--- src/rtl/crc5_pkg.sv ---
// crc5_pkg: shared USB CRC5 constants, polynomial step and checker state type
package crc5_pkg;
  localparam logic [4:0] CRC5_INIT = 5'b11111;
  localparam logic [4:0] CRC5_RESIDUAL = 5'b01100;
  typedef enum logic [1:0] {IDLE, DATA, CRC, DONE} crc5_state_t;
  function automatic logic [4:0] crc5_next(input logic [4:0] r, input logic b);
    return {r[3], r[2], r[1] ^ r[4] ^ b, r[0], r[4] ^ b};
  endfunction
endpackage

--- src/rtl/crc5_check_if.sv ---
// crc5_check_if: token-body bit stream in, check result out; err_cnt present when CRC5_ERR_CNT_EN is defined
interface crc5_check_if #(parameter int DATA_BITS = 11);
  logic chk_start;
  logic s_in;
  logic s_valid;
  logic chk_abort;
  logic chk_ready;
  logic chk_done;
  logic crc_ok;
  logic [DATA_BITS-1:0] payload;
  logic [4:0] crc_rx;
`ifdef CRC5_ERR_CNT_EN
  logic [7:0] err_cnt;
  modport master (output chk_start, s_in, s_valid, chk_abort,
                  input chk_ready, chk_done, crc_ok, payload, crc_rx, err_cnt);
  modport slave (input chk_start, s_in, s_valid, chk_abort,
                 output chk_ready, chk_done, crc_ok, payload, crc_rx, err_cnt);
`else
  modport master (output chk_start, s_in, s_valid, chk_abort,
                  input chk_ready, chk_done, crc_ok, payload, crc_rx);
  modport slave (input chk_start, s_in, s_valid, chk_abort,
                 output chk_ready, chk_done, crc_ok, payload, crc_rx);
`endif
endinterface

--- src/rtl/crc5_lfsr.sv ---
// crc5_lfsr: 5-bit USB CRC5 register with init load and per-bit shift enable
module crc5_lfsr
  import crc5_pkg::*;
#(
  parameter logic [4:0] INIT = CRC5_INIT
) (
  input  logic       clk,
  input  logic       rst,
  input  logic       load,
  input  logic       shift,
  input  logic       b,
  output logic [4:0] r
);
  // Reload on a new check, otherwise advance one bit per enabled cycle
  always_ff @(posedge clk or posedge rst)
    if (rst) r <= INIT;
    else if (load) r <= INIT;
    else if (shift) r <= crc5_next(r, b);
endmodule

--- src/rtl/crc5_check.sv ---
// crc5_check: USB token CRC5 receive checker; CRC5_ERR_CNT_EN adds a saturating bad-CRC counter
module crc5_check
  import crc5_pkg::*;
#(
  parameter int DATA_BITS = 11,
  parameter logic [4:0] CRC_INIT = CRC5_INIT,
  parameter logic [4:0] CRC_RESIDUAL = CRC5_RESIDUAL
) (
  input logic clk,
  input logic rst,
  crc5_check_if.slave bus
);
  localparam logic [3:0] LAST = 4'(DATA_BITS - 1);
  if (DATA_BITS < 2 || DATA_BITS > 15) begin : g_bad_width
    $error("crc5_check: DATA_BITS must be 2..15 so the 4-bit counter never wraps");
  end
  crc5_state_t state, state_nx;
  logic [3:0] cnt;
  logic [4:0] lfsr;
  logic [DATA_BITS-1:0] payload;
  logic [4:0] crc_rx;
  logic crc_ok, chk_ready, chk_done;
  logic start, abort, acc, last_data, last_crc;
  assign start = state == IDLE && bus.chk_start;
  assign abort = state != IDLE && bus.chk_abort;
  assign acc = bus.s_valid && !abort;
  assign last_data = state == DATA && acc && cnt == LAST;
  assign last_crc = state == CRC && acc && cnt == 4'd4;
  crc5_lfsr #(.INIT(CRC_INIT)) u_lfsr (
    .clk(clk),
    .rst(rst),
    .load(start),
    .shift(acc && (state == DATA || state == CRC)),
    .b(bus.s_in),
    .r(lfsr)
  );
  // State register
  always_ff @(posedge clk or posedge rst)
    if (rst) state <= IDLE;
    else state <= state_nx;
  // Next state and status; abort wins over a coincident final bit
  always_comb begin
    state_nx = abort ? IDLE : start ? DATA : last_data ? CRC : last_crc ? DONE : state == DONE ? IDLE : state;
    chk_ready = state == IDLE;
    chk_done = state == DONE && !bus.chk_abort;
  end
  // Capture payload/CRC bits and judge the residual as the final bit lands so crc_ok is valid with chk_done
  always_ff @(posedge clk or posedge rst)
    if (rst) begin
      cnt <= '0;
      payload <= '0;
      crc_rx <= '0;
      crc_ok <= 1'b0;
    end else begin
      if (start) begin
        cnt <= '0;
        payload <= '0;
        crc_rx <= '0;
      end else if (state == DATA && acc) begin
        payload <= {bus.s_in, payload[DATA_BITS-1:1]};
        cnt <= last_data ? 4'd0 : cnt + 4'd1;
      end else if (state == CRC && acc) begin
        crc_rx <= {crc_rx[3:0], bus.s_in};
        cnt <= cnt + 4'd1;
      end
      crc_ok <= abort ? 1'b0 : last_crc ? crc5_next(lfsr, bus.s_in) == CRC_RESIDUAL : crc_ok;
    end
  assign bus.chk_ready = chk_ready;
  assign bus.chk_done = chk_done;
  assign bus.crc_ok = crc_ok;
  assign bus.payload = payload;
  assign bus.crc_rx = crc_rx;
`ifdef CRC5_ERR_CNT_EN
  logic [7:0] err_cnt;
  // Count completed checks with a bad residual, saturating; aborted checks never reach chk_done
  always_ff @(posedge clk or posedge rst)
    if (rst) err_cnt <= '0;
    else if (chk_done && lfsr != CRC_RESIDUAL && err_cnt != 8'hFF) err_cnt <= err_cnt + 8'd1;
  assign bus.err_cnt = err_cnt;
`endif
endmodule
--- src/flat_wrapper.sv ---
// flat-port wrapper written by rule: the top's interface ports become plain ports
module crc5_check_flat import crc5_pkg::*;
#(
  parameter int DATA_BITS = 11,
  parameter logic [4:0] CRC_INIT = CRC5_INIT,
  parameter logic [4:0] CRC_RESIDUAL = CRC5_RESIDUAL
)
  (clk, rst, bus_chk_start, bus_s_in, bus_s_valid, bus_chk_abort, bus_chk_ready, bus_chk_done, bus_crc_ok, bus_payload, bus_crc_rx);
  crc5_check_if #(.DATA_BITS(DATA_BITS)) bus_i ();
  input logic clk;
  input logic rst;
  input wire logic [$bits(bus_i.chk_start)-1:0] bus_chk_start;
  input wire logic [$bits(bus_i.s_in)-1:0] bus_s_in;
  input wire logic [$bits(bus_i.s_valid)-1:0] bus_s_valid;
  input wire logic [$bits(bus_i.chk_abort)-1:0] bus_chk_abort;
  output wire logic [$bits(bus_i.chk_ready)-1:0] bus_chk_ready;
  output wire logic [$bits(bus_i.chk_done)-1:0] bus_chk_done;
  output wire logic [$bits(bus_i.crc_ok)-1:0] bus_crc_ok;
  output wire logic [$bits(bus_i.payload)-1:0] bus_payload;
  output wire logic [$bits(bus_i.crc_rx)-1:0] bus_crc_rx;
  assign bus_i.chk_start = bus_chk_start;
  assign bus_i.s_in = bus_s_in;
  assign bus_i.s_valid = bus_s_valid;
  assign bus_i.chk_abort = bus_chk_abort;
  assign bus_chk_ready = bus_i.chk_ready;
  assign bus_chk_done = bus_i.chk_done;
  assign bus_crc_ok = bus_i.crc_ok;
  assign bus_payload = bus_i.payload;
  assign bus_crc_rx = bus_i.crc_rx;
  crc5_check #(.DATA_BITS(DATA_BITS), .CRC_INIT(CRC_INIT), .CRC_RESIDUAL(CRC_RESIDUAL)) u_core (.clk(clk), .rst(rst), .bus(bus_i));
endmodule
--- config.mk ---
export PLATFORM = sky130hd
export DESIGN_NAME = crc5_check_flat
export DESIGN_NICKNAME = d
export VERILOG_FILES = /design/src/rtl/crc5_pkg.sv /design/src/rtl/crc5_check_if.sv /design/src/rtl/crc5_lfsr.sv /design/src/rtl/crc5_check.sv /design/src/flat_wrapper.sv
export SDC_FILE = /design/constraint.sdc
export NUM_CORES = 1
export LEC_CHECK = 0
export CAP_MARGIN = 20
export CORE_ASPECT_RATIO = 1.4
export CORE_MARGIN = 4
export CORE_UTILIZATION = 40
export DETAILED_ROUTE_END_ITERATION = 12
export GPL_TIMING_DRIVEN = 0
export SLEW_MARGIN = 20
export SYNTH_ARGS = -nofsm -noshare
export SYNTH_HDL_FRONTEND = slang
export SYNTH_SLANG_ARGS = --single-unit
--- constraint.sdc ---
create_clock -name clk -period 1.9 [get_ports clk]
set_input_delay 0.19 -clock clk [delete_from_list [all_inputs] [get_ports clk]]
set_output_delay 0.19 -clock clk [all_outputs]
set_load 0.03 [all_outputs]
==> reports/metrics.yaml <==
detailed_routing:
  drt-initial-drc-count: 15
  first_pass_iters: 4
  via_count: 1055
  routed_wl_mm: 2.86
  wire_per_inst_um: 14.0
  drcViolationCount: 0
  routed_via_density: 5.15
  antenna_left: 0
finish:
  nNetsFinal: 180
  antenna_cells: 0
  multi_input_area_sq_um: 639
  fillCellCount: 310
  final_layout_size_suffix_gt1_share_pct: 15.7
  seqCellArea_sq_um: 707
  fin_util_pct: 55.1
  area_growth_pct: 30.1
global_route:
  grt_max_degree: 29
  grt_use_met2_pct: 23.8
  antenna_found_initial: 0
  grt.busiest_layer: "met2"
  grt_first_pass_wirelength_mm: 5.16
  track_usage_pct: 14.6
  grtUsageMet3_pct: 3.03
  grt_overflow: 0
  grt_pass1_vias: 1098
  use_met1_pct: 19.2
pwr:
  p_leak_uw: 0.000760
  internal-power_uw: 1160
  sw_frac_of_total_pct: 35.9
  power_density_nw_per_um2: 1030
  switching_power_uw: 649
  clockPowerShare_pct: 19.9
  power_frac_comb_pct: 35.2
  power_frac_seq_pct: 44.9
  ir_drop_v: 0.000628
critical_path:
  worstSetupStartpointType: "flop"
  criticalPathCategory: "flop to flop"
  r2r_cells: 6
  cpPeakStageDelay_ns: 0.51
  worstPathCellList: "inv_2 > ha_4 > nor2b_2 > or4_4 > or3_1 > a21oi_2"
  reg2reg_setup_slack_ns: 0.06
  worst_path_max_delay_cell: "or4_4"
  worstPathRequired_ns: 2.10
  crit_arrival_ns: 2.04
  cp_max_fo: 6
  crit_path_end_kind: "flop"
yosys:
  ys_ff_latch: 28
  yosys_warnings: 0
  synth_area_leaders: "dfrtp_1 (43%), dfstp_2 (9.7%), nand2_1 (9.2%)"
  ys_types: 29
  yosysTopAreaCell: "dfrtp_1"
  synth_top_area_share_pct: 42.7
  synth_area_per_cell_sq_um: 9.99
  yosysSeqAreaShare_pct: 52.4
  syn_inst: 135
  synth_area_sq_um: 1350
  synth.net_count: 148
timing:
  slew_viol_final: 0
  hold_viol: 0
  whs_ns: 0.288
  setup_viol_count_final: 0
  fin_ws_ns: 0.0605
  clock.fmax_mhz: 544
  slew_headroom_pct: 61.8
  finalCriticalPeriod_ns: 1.84
  rsz0062_at_grt: "false"
  period_share_pct: 96.8
  max_slew.worst_pin.slew_ns: 0.572
  skew_ns: 0.00162
clock_tree:
  clkLatencyLatePin_ns: 0.27
  clk_pin_slew_ns: 0.09
  numCtsBuffers: 3
  clockBufferDepth: 2
  numClockSinks: 28
  hold_buffers: 0
  cts_max_level: 1
  cts_tree: "done"
  ctsRootBufferMaster: "clkbuf_8"
hold_path:
  min-delay-path-class: "input port to asynchronous set/reset pin"
flow_run:
  maxCapViolCount: 0
placement:
  numPortBuffers: 24
  place_hpwl_mm: 2.09
  dp_slack_ns: -0.0785
  place.gp.congestion: 0.729
floorplanning:
  fp.dieW_um: 57.1
  core_sq_um: 3180
  pin_count: 25
  die_y_um: 76.7
  dieArea_sq_um: 4380
  start_util_pct: 42.4
  num_rows: 24
run_status:
  status: "finished clean"
registers in the layout, summed over array words and instances (netlist names):
register	cells
u_core.bus.crc_ok	1
u_core.bus.crc_rx	5
u_core.bus.payload	11
u_core.cnt	4
u_core.state	2
u_core.u_lfsr.r	5
synth_stat cells (all sizes together):
cell and count:
a311oi 1, o41ai 1, or3 1, nand2 33
nor2 6, and2b 1, or4bb 1, nor3 1
o211ai 1, nand3 6, o21ai 2, o31ai 1
xor2 1, a21oi 13, mux2i 9, xnor2 2
nor2b 1, and2 1, o2111ai 2, inv 5
and3 1, dfstp 5, clkbuf 4, nand2b 3
dfrtp 23, nand4b 1, ha 7, or4 2
power by group through the flow:
stage               combinational (uW)  sequential [uW]  clock [uW]
CTS                                637              812         375
detailed placement                 616              824           0
finish                             637              812         359
global route                       710              829         409
global placement                   606              816           0
floorplan                          399              845           0
area by class of cell:
class / count / area share (%)
multi-input combinational: 98 / 36.4
buffer: 3 / 0.713
sequential: 28 / 40.3
inverter: 5 / 1.07
clock buffer: 4 / 3.14
tap: 39 / 2.78
timing repair buffer: 28 / 15.5
worst paths after layout:
path	start	end
setup / recovery	u_core.state[0]	u_core.bus.crc_ok
hold / removal	rst	u_core.bus.crc_rx[3]
setup reg to reg	u_core.state[0]	u_core.bus.crc_ok
hold reg to reg	u_core.cnt[3]	u_core.cnt[3]
max in group asynchronous	rst	u_core.u_lfsr.r[0]
min in group clk	u_core.cnt[3]	u_core.cnt[3]
routing by layer:
layer,share of wire (%),vias to the layer above
met3,3.5,2
met1,44,510
li1,-,522
met2,52,21
met5,0,-
met4,0.73,0
worst max-delay path: cells and delay by family, from the launching register on:
kind | cells | cell delay [ns]
flops | 1 | 0.44
simple gates | 3 | 0.96
buf+inv | 1 | 0.10
compound gates | 1 | 0.12
fa+ha+maj | 1 | 0.16
cells by family (layout without fill, tap and decap cells):
family	after synthesis	in the layout	share of synthesized area, %
XOR/XNOR	3	3	1.95
AND/OR/NAND/NOR	58	58	20.7
multiplexers	9	9	6.68
buffers and inverters	9	40	2.50
AO/OA/AOI/OAI	21	21	9.28
adder cells (fa/ha/maj)	7	7	6.49
flip-flops	28	28	52.4
what timing repair did:
action / in CTS / in global routing
gates cloned: 0 / 0
gates resized for setup: 2 / 8
setup endpoints to repair: 1 / 20
buffers inserted: 1 / 3
pin swaps: 1 / 1
cells in the final DEF, fill, tap and decap left out, drive strengths merged, types with 2 or more instances in the layout:
cell type	n
mux2i	9
nor2	6
buf	4
dfstp	5
xnor2	2
nand2	33
inv	5
dfrtp	23
clkbuf	7
clkdlybuf4s50	23
a21oi	13
ha	7
o2111ai	2
o21ai	2
or4	2
nand3	6
nand2b	3
per-stage QoR:
step,instances,instance area (sq um),TNS [ns],total power (uW)
final,205,1750,0,1810
after global routing,205,1750,0,1950
after CTS,203,1720,0,1820
after detailed placement,198,1650,-0.0785,1440
after global placement,198,1650,-0.0649,1420
after floorplan,135,1360,0,1240
(Power assumes the default switching activity.)
